$ cat src/rtl/i2s_clk_ctrl_if.sv
// Control/status bundle between the I2S clock sequencer and its controller.
// The slave side is the sequencer; the master side supplies run request and config.
interface i2s_clk_ctrl_if #(
  parameter int DIVW = 8,
  parameter int CFGW = 8
);
  logic            en;
  logic [DIVW-1:0] cfg_div;
  logic [CFGW-1:0] cfg_slot;
  logic            sclk;
  logic            lrclk;
  logic            frame_start;
  logic            busy;
  logic [15:0]     frame_ctr;

  modport master (
    output en, cfg_div, cfg_slot,
    input  sclk, lrclk, frame_start, busy, frame_ctr
  );

  modport slave (
    input  en, cfg_div, cfg_slot,
    output sclk, lrclk, frame_start, busy, frame_ctr
  );
endinterface

$ cat src/rtl/i2s_clk_ctrl.sv
// I2S master clock sequencer: derives sclk/lrclk from mclk and starts/stops
// the serial clocks only on frame boundaries so no channel slot is truncated.
module i2s_clk_ctrl #(
  parameter int DW   = 24,
  parameter int DIVW = 8,
  parameter int CFGW = 8
) (
  input logic           clk,
  input logic           rst,
  i2s_clk_ctrl_if.slave bus
);
  localparam int MINSLOT = DW + 1;
  localparam int MINW    = $clog2(MINSLOT + 1);
  localparam int SLW     = (CFGW > MINW) ? CFGW : MINW;

  typedef enum logic [1:0] {
    IDLE,
    RUN,
    DRAIN
  } state_t;

  state_t          state;
  logic [DIVW-1:0] div_eff;
  logic [DIVW-1:0] div_ctr;
  logic [SLW-1:0]  slot_eff;
  logic [SLW-1:0]  bit_ctr;
  logic [SLW-1:0]  slot_req;
  logic            sclk_r;
  logic            lrclk_r;
  logic            fs_r;
  logic            busy_r;
  logic [15:0]     ctr_r;
  logic            div_hit;
  logic            slot_end;

  always_comb begin
    slot_req = SLW'(bus.cfg_slot);
    if (SLW'(bus.cfg_slot) < SLW'(MINSLOT)) slot_req = SLW'(MINSLOT);
    div_hit  = (div_ctr == div_eff);
    slot_end = (bit_ctr == slot_eff - SLW'(1));
  end

  always_ff @(posedge clk) begin
    if (rst) begin
      state    <= IDLE;
      div_eff  <= '0;
      div_ctr  <= '0;
      slot_eff <= '0;
      bit_ctr  <= '0;
      sclk_r   <= 1'b0;
      lrclk_r  <= 1'b1;
      fs_r     <= 1'b0;
      busy_r   <= 1'b0;
      ctr_r    <= '0;
    end else begin
      fs_r <= 1'b0;
      unique case (state)
        IDLE: begin
          sclk_r  <= 1'b0;
          lrclk_r <= 1'b1;
          div_ctr <= '0;
          bit_ctr <= '0;
          busy_r  <= 1'b0;
          if (bus.en) begin
            div_eff  <= bus.cfg_div;
            slot_eff <= slot_req;
            lrclk_r  <= 1'b0;
            fs_r     <= 1'b1;
            busy_r   <= 1'b1;
            ctr_r    <= ctr_r + 16'd1;
            state    <= RUN;
          end
        end
        RUN, DRAIN: begin
          // en only moves between RUN and DRAIN; the clocks never see it
          state <= bus.en ? RUN : DRAIN;
          if (div_hit) begin
            div_ctr <= '0;
            sclk_r  <= ~sclk_r;
            if (sclk_r) begin
              if (slot_end) begin
                bit_ctr <= '0;
                if (state == DRAIN && !bus.en && lrclk_r) begin
                  // right slot complete while draining: park with lrclk high
                  busy_r <= 1'b0;
                  state  <= IDLE;
                end else begin
                  lrclk_r <= ~lrclk_r;
                  if (lrclk_r) begin
                    fs_r  <= 1'b1;
                    ctr_r <= ctr_r + 16'd1;
                  end
                end
              end else begin
                bit_ctr <= bit_ctr + 1'b1;
              end
            end
          end else begin
            div_ctr <= div_ctr + 1'b1;
          end
        end
        default: state <= IDLE;
      endcase
    end
  end

  assign bus.sclk        = sclk_r;
  assign bus.lrclk       = lrclk_r;
  assign bus.frame_start = fs_r;
  assign bus.busy        = busy_r;
  assign bus.frame_ctr   = ctr_r;
endmodule

$ cat src/flat_wrapper.sv
// flat-port wrapper written by rule: the top's interface ports become plain ports
module i2s_clk_ctrl_flat 
#(
  parameter int DW   = 24,
  parameter int DIVW = 8,
  parameter int CFGW = 8
)
  (clk, rst, bus_en, bus_cfg_div, bus_cfg_slot, bus_sclk, bus_lrclk, bus_frame_start, bus_busy, bus_frame_ctr);
  i2s_clk_ctrl_if #(.DIVW(DIVW), .CFGW(CFGW)) bus_i ();
  input logic clk;
  input logic rst;
  input wire logic [$bits(bus_i.en)-1:0] bus_en;
  input wire logic [$bits(bus_i.cfg_div)-1:0] bus_cfg_div;
  input wire logic [$bits(bus_i.cfg_slot)-1:0] bus_cfg_slot;
  output wire logic [$bits(bus_i.sclk)-1:0] bus_sclk;
  output wire logic [$bits(bus_i.lrclk)-1:0] bus_lrclk;
  output wire logic [$bits(bus_i.frame_start)-1:0] bus_frame_start;
  output wire logic [$bits(bus_i.busy)-1:0] bus_busy;
  output wire logic [$bits(bus_i.frame_ctr)-1:0] bus_frame_ctr;
  assign bus_i.en = bus_en;
  assign bus_i.cfg_div = bus_cfg_div;
  assign bus_i.cfg_slot = bus_cfg_slot;
  assign bus_sclk = bus_i.sclk;
  assign bus_lrclk = bus_i.lrclk;
  assign bus_frame_start = bus_i.frame_start;
  assign bus_busy = bus_i.busy;
  assign bus_frame_ctr = bus_i.frame_ctr;
  i2s_clk_ctrl #(.DW(DW), .DIVW(DIVW), .CFGW(CFGW)) u_core (.clk(clk), .rst(rst), .bus(bus_i));
endmodule
$ cat config.mk
export PLATFORM = sky130hd
export DESIGN_NAME = i2s_clk_ctrl_flat
export DESIGN_NICKNAME = d
export VERILOG_FILES = /design/src/rtl/i2s_clk_ctrl_if.sv /design/src/rtl/i2s_clk_ctrl.sv /design/src/flat_wrapper.sv
export SDC_FILE = /design/constraint.sdc
export NUM_CORES = 1
export LEC_CHECK = 0
export BUFFER_PORTS_ARGS = -buffer_cell sky130_fd_sc_hd__buf_2
export CAP_MARGIN = 20
export CORE_MARGIN = 3
export CORE_UTILIZATION = 55
export CTS_CLUSTER_SIZE = 28
export DETAILED_ROUTE_END_ITERATION = 8
export PLACE_DENSITY = 0.77
export SLEW_MARGIN = 20
export SYNTH_ARGS = -nofsm -noshare
export SYNTH_HDL_FRONTEND = slang
export SYNTH_SLANG_ARGS = --single-unit
$ cat constraint.sdc
create_clock -name clk -period 4.3 [get_ports clk]
set_input_delay 0.215 -clock clk [delete_from_list [all_inputs] [get_ports clk]]
set_output_delay 0.215 -clock clk [all_outputs]
set_load 0.01 [all_outputs]
==> results of run 1 <==
[cells in the final DEF, fill, tap and decap left out, drive strengths merged, types with 2 or more instances in the layout]
master / count
a311oi: 2
xor2: 12
nand4: 9
and3b: 2
nor3: 11
nor2: 32
and3: 7
a21oi: 29
and2: 3
nor4: 2
clkbuf: 6
a22oi: 4
o31ai: 11
xnor2: 20
nor2b: 8
nand3b: 2
nor3b: 2
nand2b: 6
nand2: 35
dfxtp: 54
buf: 38
inv: 9
nand3: 6
ha: 7
mux2: 3
o31a: 2
and4: 3
or4: 11
o21ai: 2
[cell families after synthesis]
kind of cell	share of synthesized area, %
buffers and inverters	3.81
and+or+nand+nor	27.5
adders and majority gates	3.17
AOI/OAI and AO/OA	14.6
xor gates and xnor gates	10.2
DFF	39.2
muxes	1.59
[cell type report]
type                       instances  area [µm²]  area share, %
timing repair buffer              38         190           6.19
clock inverter                     2        37.5           1.22
multi-input combinational        248        1570           51.2
tap                               67        83.8           2.73
sequential                        54        1080           35.2
inverter                           9        33.8           1.10
clock buffer                       6        72.6           2.36
[metrics by stage]
| stage | util (%) | setup WS (ns) |
|---|---|---|
| after floorplan | - | 1.55 |
| after global placement | 61.9 | 1.07 |
| after detailed placement | 61.9 | 0.993 |
| after CTS | 64.2 | 0.948 |
| after global routing | 64.2 | 0.625 |
| final | 64.2 | 0.947 |
[sequential cells by signal (all words and copies together), names as in the netlist]
name,cells
u_core.bus.frame_ctr,16
u_core.bit_ctr,8
u_core.div_ctr,8
u_core.div_eff,8
u_core.slot_eff,8
u_core.state,2
u_core.bus.busy,1
u_core.bus.frame_start,1
u_core.bus.lrclk,1
u_core.bus.sclk,1
[where the power goes]
group	total (mW)	switching, mW	leakage (nW)	internal, mW
combinational	0.142	0.0856	0.695	0.0560
sequential	0.537	0.0186	0.439	0.518
clock	0.336	0.162	0.0514	0.174
[path summary, 6_finish.rpt]
check | end | slack [ns] | cells past startpoint
min reg2reg | u_core.slot_eff[7] | 0.48 | 2
min | u_core.div_eff[1] | 0.14 | 3
max reg2reg | u_core.bus.frame_ctr[5] | 0.95 | 7
max | u_core.bus.frame_ctr[5] | 0.95 | 7
[synth_stat cells (2+ instances only)]
cell | instances | share of area [%]
a21oi_1 | 29 | 5.3
a22oi_1 | 4 | 1.1
a311oi_1 | 2 | 0.64
and2_1 | 2 | 0.45
and3_1 | 7 | 1.6
and3b_1 | 2 | 0.64
and4_1 | 3 | 0.95
buf_1 | 2 | 0.27
buf_2 | 2 | 0.36
clkbuf_1 | 13 | 1.8
dfxtp_1 | 54 | 39
ha_1 | 7 | 3.2
inv_1 | 9 | 1.2
mux2_2 | 3 | 1.2
nand2_1 | 35 | 4.8
nand2b_1 | 6 | 1.4
nand3_1 | 6 | 1.1
nand3b_1 | 2 | 0.54
nand4_1 | 9 | 2.0
nor2_1 | 32 | 4.4
nor2b_1 | 8 | 1.8
nor3_1 | 10 | 1.8
nor3b_1 | 2 | 0.54
nor4_1 | 2 | 0.45
o21ai_0 | 2 | 0.36
o31a_1 | 2 | 0.64
o31ai_1 | 11 | 3.0
or4_1 | 11 | 3.0
xnor2_1 | 20 | 6.3
xor2_1 | 12 | 3.8
[routing by layer]
metal	GRT usage, %	vias to the layer above	wire length [µm]
li1	-	1219	-
met1	23.0	1075	2650
met2	34.7	52	2540
met3	4.69	7	266
met4	5.80	0	66
met5	0	-	0
[worst max-delay path, stage by stage (launching register included)]
cell and delay [ns]:
dfxtp_1 0.35, ha_1 0.33, nand2b_1 0.20, o32ai_1 0.77, nand2b_1 0.70, nand2b_1 0.37, nor3_1 0.17, mux2_2 0.36
==> impl_metrics.csv, run 1 <==
group,metric,value,unit
logic_synthesis,netlist_instances,329,
placed_design,portBuffers,38,
global_route,grt_pass1_vias,2250,
sta,clock.fmax,298,MHz
clock_network,numCtsBuffers,5,
placed_design,place_hpwl,3.91,mm
outcome,status,"finished, final reports clean",
logic_synthesis,synth-edff-count,0,
placed_design,dpl_cell_area,2960,µm²
logic_synthesis,ys.warnings.count,0,
finish,fin_nets,382,
sta,setup_viol,0,
die,die-area,5900,µm²
setup_path,path_class,"reg -> reg",
drt,drtPass1Iterations,4,
sta,skew,0.00866,ns
placed_design,dpl.cell_count,416,
setup_path,critPathRequiredTime,4.50,ns
setup_path,path_max_fanout,28,
clock_network,clock_latency,0.31,ns
drt,wl,5.52,mm
setup_path,crit_path_start_kind,"flip-flop",
clock_network,clockBufferDepth,2,
logic_synthesis,async_reset_ff_share,0,%
clock_network,cts_sinks,54,
clock_network,h-tree-depth,2,
finish,drive_gt1_share,14.6,%
finish,diodes,0,
setup_path,crit_path_end_kind,"flip-flop",
sta,hold_viol_final,0,
clock_network,cts_tree,"built",
sta,holdWs,0.135,ns
logic_synthesis,synth.yosys.seq_area_share,39.2,%
drt,final_antenna_net_count,0,
clock_network,clockRootBuffer,"clkbuf_8",
global_route,antenna_found_initial,0,
die,row_count,25,
sta,setup_tns,0,ns
die,die_height,76.8,µm
drt,wl_per_cell,13.0,µm
setup_path,reg2reg_from,"u_core.state[1]",
drt,drtIter0Drc,94,
finish,postLayoutCellArea,3070,µm²
clock_network,postCtsSetupBuffers,0,
sta,fin_crit_sh,78.0,%
global_route,grt_use_total,19.5,%
sta,worst_pin_slew,0.936,ns
pwr,power_density,330,nW/µm²
flow_run,drv_cap,0,
logic_synthesis,ys_ff_latch,54,
finish,final_cells,424,
pwr,leakage,1.19,nW
global_route,grt-ovfl-total,0,
min_path,min_from,"bus_cfg_div[1]",
placed_design,gp_congestion,0.790,
die,initial_core_util,57.6,%
die,fp.coreArea,4790,µm²
setup_path,worstSetupStartpoint,"u_core.state[1]",
logic_synthesis,yosysUniqueCellTypes,50,
logic_synthesis,netlist_area,2760,µm²
sta,finalMaxSlewViolations,0,
global_route,grt_max_degree,45,
global_route,grt_pass1_wl,9.65,mm
die,io-pin-count,39,
drt,drc,0,
logic_synthesis,ys.flop_type,"dfxtp_1",
pwr,power.total,1.01,mW
clock_network,post_cts_resized,0,
drt,vias,2353,
die,fp.dieW,76.8,µm
min_path,hold_class,"in -> reg",
clock_network,cts_hold_buf,0,
pwr,peakVddDrop,0.193,mV
sta,final.min_clock_period,3.35,ns
clock_network,clk_pin_slew,0.10,ns
sta,rsz0062_at_grt,"no",
finish,fillers,414,
sta,slew_headroom,37.4,%
finish,area_growth,11.3,%
logic_synthesis,syn_avg_cell_area,8.39,µm²
setup_path,cp.arrival,3.55,ns
drt,viasPerCell,5.55,
logic_synthesis,syn_nets,355,
Power figures use the tool's default switching activity.
==> run 2: changes to the inputs <==
--- a/config.mk
+++ b/config.mk
@@ -8,10 +8,10 @@
 export BUFFER_PORTS_ARGS = -buffer_cell sky130_fd_sc_hd__buf_2
 export CAP_MARGIN = 20
 export CORE_MARGIN = 3
-export CORE_UTILIZATION = 55
+export CORE_UTILIZATION = 51
 export CTS_CLUSTER_SIZE = 28
 export DETAILED_ROUTE_END_ITERATION = 8
-export PLACE_DENSITY = 0.77
+export PLACE_DENSITY = 0.75
 export SLEW_MARGIN = 20
 export SYNTH_ARGS = -nofsm -noshare
 export SYNTH_HDL_FRONTEND = slang
==> constraint.sdc (replaced) <==
create_clock -name clk -period 2.9 [get_ports clk]
set_input_delay 0.145 -clock clk [delete_from_list [all_inputs] [get_ports clk]]
set_output_delay 0.145 -clock clk [all_outputs]
set_load 0.01 [all_outputs]
==> run 2 against run 1 <==
Effect of this change:
- worst hold slack worse by 0.052 ns
- fmax is 20% higher
- combinational power is 69% higher
- count of clock-buffer cells in the layout stayed put
- clock skew is 0.0021 ns lower
- final area is 3.7% higher
- final cell count is 2.6% higher
- wire length is 11% higher
==> impl_metrics.csv, run 2 (synthesized netlist as in run 1, its figures left out) <==
group,metric,value,unit
setup_path,cp.arrival,2.94,ns
sta,fin_crit_sh,96.1,%
placed_design,dpl_cell_area,3030,µm²
pwr,power_density,455,nW/µm²
clock_network,numCtsBuffers,5,
finish,final_cell_mix,"dfxtp_1, buf_2, nand2_1, nor2_1, a21oi_1",
pwr,leakage,1.24,nW
finish,drive_gt1_share,19.2,%
drt,wl_per_cell,14.0,µm
global_route,grt_max_degree,45,
drt,drtPass1Iterations,4,
placed_design,dpl.cell_count,427,
die,die_height,79.6,µm
sta,hold_viol_final,0,
die,die-area,6330,µm²
pwr,peakVddDrop,0.318,mV
placed_design,gp_congestion,0.804,
setup_path,path_class,"reg -> reg",
global_route,antenna_found_initial,0,
min_path,hold_class,"in -> reg",
setup_path,critPathRequiredTime,3.06,ns
finish,postLayoutCellArea,3190,µm²
sta,clock.fmax,359,MHz
die,fp.coreArea,5170,µm²
clock_network,cts_tree,"built",
clock_network,clockRootBuffer,"clkbuf_8",
placed_design,place_hpwl,4.11,mm
drt,wl,6.11,mm
drt,final_antenna_net_count,0,
clock_network,clockBufferDepth,2,
placed_design,portBuffers,38,
setup_path,path_max_fanout,6,
sta,final.min_clock_period,2.79,ns
global_route,grt-ovfl-total,0,
setup_path,ff2ff_path_depth,10,
finish,layout_commonest_cell,"dfxtp_1",
global_route,grt_pass1_vias,2220,
finish,multiInputGateArea,1650,µm²
clock_network,cts_sinks,54,
sta,setup_tns,0,ns
sta,setup_viol,0,
sta,slew_headroom,46.6,%
finish,final_cells,435,
global_route,grt_use_total,19.7,%
die,row_count,26,
finish,fin_nets,392,
die,io-pin-count,39,
drt,drc,0,
setup_path,rrSetupSlack,0.11,ns
sta,skew,0.00657,ns
sta,holdWs,0.0826,ns
finish,seq_area,1080,µm²
clock_network,clk_pin_slew,0.09,ns
die,initial_core_util,53.3,%
finish,final_util,61.6,%
min_path,hold_path_depth,3,
finish,area_growth,15.5,%
pwr,power.total,1.45,mW
drt,viasPerCell,5.62,
sta,worst_slack,0.113,ns
global_route,grt_pass1_wl,10.2,mm
finish,diodes,0,
finish,largest_reg_flops,16,
flow_run,drv_cap,0,
clock_network,h-tree-depth,2,
die,fp.dieW,79.6,µm
finish,fillers,465,
setup_path,crit_path_start_kind,"flip-flop",
clock_network,clock_latency,0.29,ns
setup_path,crit_path_end_kind,"flip-flop",
drt,drtIter0Drc,196,
outcome,status,"finished, final reports clean",
drt,vias,2443,
sta,finalMaxSlewViolations,0,
sta,worst_pin_slew,0.801,ns
placed_design,post-place-ws,-0.0477,ns
clock_network,postCtsSetupBuffers,0,
[run 2: worst max-delay path, stage by stage (launching register included)]
cell and delay, ns:
dfxtp_2 0.36, inv_1 0.06, ha_4 0.26, xor2_1 0.15
nand2_1 0.06, a311oi_1 0.18, or4b_4 0.54, o31a_4 0.41
buf_4 0.15, o31ai_1 0.37, a21oi_2 0.09
[run 2: cell type report]
cell class / count / area share (%)
inverters: 9 / 1.06
clock buffers: 6 / 2.59
well taps: 70 / 2.75
repair buffers: 46 / 7.85
multi-input cells: 250 / 51.7
flip-flops and latches: 54 / 34.0
[run 2: what timing repair did]
item                       4_1_cts  5_1_grt
hold buffers                     0        0
resized for setup                2       10
setup endpoints to repair       14       14
cloned                           0        2
pin swaps                        0        3
[run 2: path summary, 6_finish.rpt]
kind | from | endpoint
worst min register to register | u_core.slot_eff[7] | u_core.slot_eff[7]
worst min-delay path | bus_cfg_div[5] | u_core.div_eff[5]
worst max-delay path | u_core.slot_eff[1] | u_core.bus.frame_ctr[8]
worst max register to register | u_core.slot_eff[1] | u_core.bus.frame_ctr[8]
[run 2: power breakdown]
part           internal [mW]  leakage (nW)  switching (mW)
clock                  0.185        0.0431           0.229
combinational          0.102         0.759           0.139
sequential             0.769         0.440          0.0274
total                   1.06          1.24           0.395
[run 2: metal layers]
layer,routed length (µm),global-route usage [%]
met5,0,0
met4,70,4.12
met3,343,3.95
met2,2750,31.6
met1,2950,27.4
==> run 3: changes to the inputs <==
--- a/config.mk
+++ b/config.mk
@@ -12,6 +12,7 @@
 export CTS_CLUSTER_SIZE = 28
 export DETAILED_ROUTE_END_ITERATION = 8
 export PLACE_DENSITY = 0.75
+export RECOVER_POWER = 100
 export SLEW_MARGIN = 20
 export SYNTH_ARGS = -nofsm -noshare
 export SYNTH_HDL_FRONTEND = slang
==> run 3 against run 2 <==
Effect of this change:
- worst hold slack is essentially flat
- critical path depth is the same
- sequential power is essentially flat
- final area shrank 0.98%
- via count grew 0.49%
- clock power is essentially flat
- largest cell class unchanged
- largest power group unchanged
==> impl_metrics.csv, run 3 (synthesized netlist as in run 1, its figures left out) <==
group,metric,value,unit
outcome,status,"finished, final reports clean",
setup_path,crit_path_start_kind,"flip-flop",
placed_design,dpl.cell_count,427,
sta,skew,0.00540,ns
sta,holdWs,0.0824,ns
clock_network,h-tree-depth,2,
finish,diodes,0,
placed_design,place_hpwl,4.11,mm
die,initial_core_util,53.3,%
clock_network,cts_tree,"built",
die,die_height,79.6,µm
drt,drtPass1Iterations,4,
global_route,grt_pass1_wl,10.2,mm
sta,setup_viol,0,
global_route,grt_use_total,19.7,%
clock_network,cts_sinks,54,
finish,final_cells,435,
finish,layout_commonest_cell,"dfxtp_1",
clock_network,postCtsSetupBuffers,0,
sta,fin_crit_sh,95.8,%
min_path,hold_class,"in -> reg",
die,io-pin-count,39,
finish,fin_nets,392,
pwr,power.total,1.45,mW
sta,worst_slack,0.123,ns
placed_design,post-place-ws,-0.0477,ns
setup_path,path_max_fanout,6,
finish,final_cell_mix,"dfxtp_1, nand2_1, nor2_1, a21oi_1, clkbuf_1",
flow_run,drv_cap,0,
die,die-area,6330,µm²
sta,final.min_clock_period,2.78,ns
die,fp.dieW,79.6,µm
setup_path,critPathRequiredTime,3.05,ns
finish,drive_gt1_share,13.4,%
sta,clock.fmax,360,MHz
die,fp.coreArea,5170,µm²
global_route,grt_pass1_vias,2220,
drt,vias,2455,
setup_path,cp.arrival,2.93,ns
clock_network,clockRootBuffer,"clkbuf_8",
drt,drtIter0Drc,190,
placed_design,gp_congestion,0.804,
die,row_count,26,
finish,largest_reg_flops,16,
sta,hold_viol_final,0,
clock_network,numCtsBuffers,5,
sta,slew_headroom,46.1,%
setup_path,crit_path_end_kind,"flip-flop",
clock_network,clk_pin_slew,0.09,ns
pwr,power_density,458,nW/µm²
clock_network,clock_latency,0.29,ns
drt,wl_per_cell,14.0,µm
clock_network,clockBufferDepth,2,
global_route,grt-ovfl-total,0,
finish,area_growth,14.4,%
drt,viasPerCell,5.64,
global_route,grt_max_degree,45,
sta,worst_pin_slew,0.809,ns
drt,wl,6.10,mm
drt,drc,0,
sta,finalMaxSlewViolations,0,
sta,setup_tns,0,ns
drt,final_antenna_net_count,0,
placed_design,portBuffers,38,
pwr,peakVddDrop,0.318,mV
setup_path,path_class,"reg -> reg",
pwr,leakage,1.15,nW
global_route,antenna_found_initial,0,
run 3: area by class of cell:
class | instances | area [µm²]
fillers | 475 | 2020
multi-input cells | 250 | 1650
clock buffers | 6 | 82.6
flip-flops and latches | 54 | 1080
repair buffers | 46 | 219
inverters | 9 | 33.8
well taps | 70 | 87.6
run 3: power breakdown:
group / internal (mW) / switching, mW / leakage, nW / total (mW)
clock network: 0.185 / 0.227 / 0.0431 / 0.412
registers: 0.769 / 0.0274 / 0.440 / 0.796
logic: 0.0988 / 0.139 / 0.672 / 0.238
run 3: layer usage:
metal	global-route usage, %	wire length [µm]	vias to the layer above
met3	3.95	341	6
met2	31.6	2760	63
met4	4.12	70	0
li1	-	-	1244
met1	27.4	2920	1142
met5	0	0	-
run 3: repair_timing:
item | CTS | global route
hold buffers | 0 | 0
pin swaps | 0 | 3
gates cloned | 0 | 2
setup endpoints to repair | 14 | 14
resized for setup | 2 | 10
run 3: critical path: stages, from the launching register on:
cell      delay (ns)
dfxtp_2         0.35
inv_1           0.06
ha_4            0.26
xor2_1          0.15
nand2_1         0.07
a311oi_1        0.18
or4b_4          0.54
o31a_4          0.41
buf_4           0.15
o31ai_1         0.37
a21oi_2         0.09
run 3: path summary, 6_finish.rpt:
check,depth (start not counted),endpoint,slack [ns],startpoint
setup / recovery,10,u_core.bus.frame_ctr[8],0.12,u_core.slot_eff[1]
hold / removal,3,u_core.div_eff[5],0.08,bus_cfg_div[5]
setup reg to reg,10,u_core.bus.frame_ctr[8],0.12,u_core.slot_eff[1]
hold reg to reg,2,u_core.slot_eff[7],0.48,u_core.slot_eff[7]
run 3: through the flow:
step	area, µm²	utilization [%]
5_1_grt	3160	61.0
2_1_floorplan	2760	-
4_1_cts	3120	60.3
3_3_place_gp	3030	58.5
6_report	3160	61.0
3_5_place_dp	3030	58.5
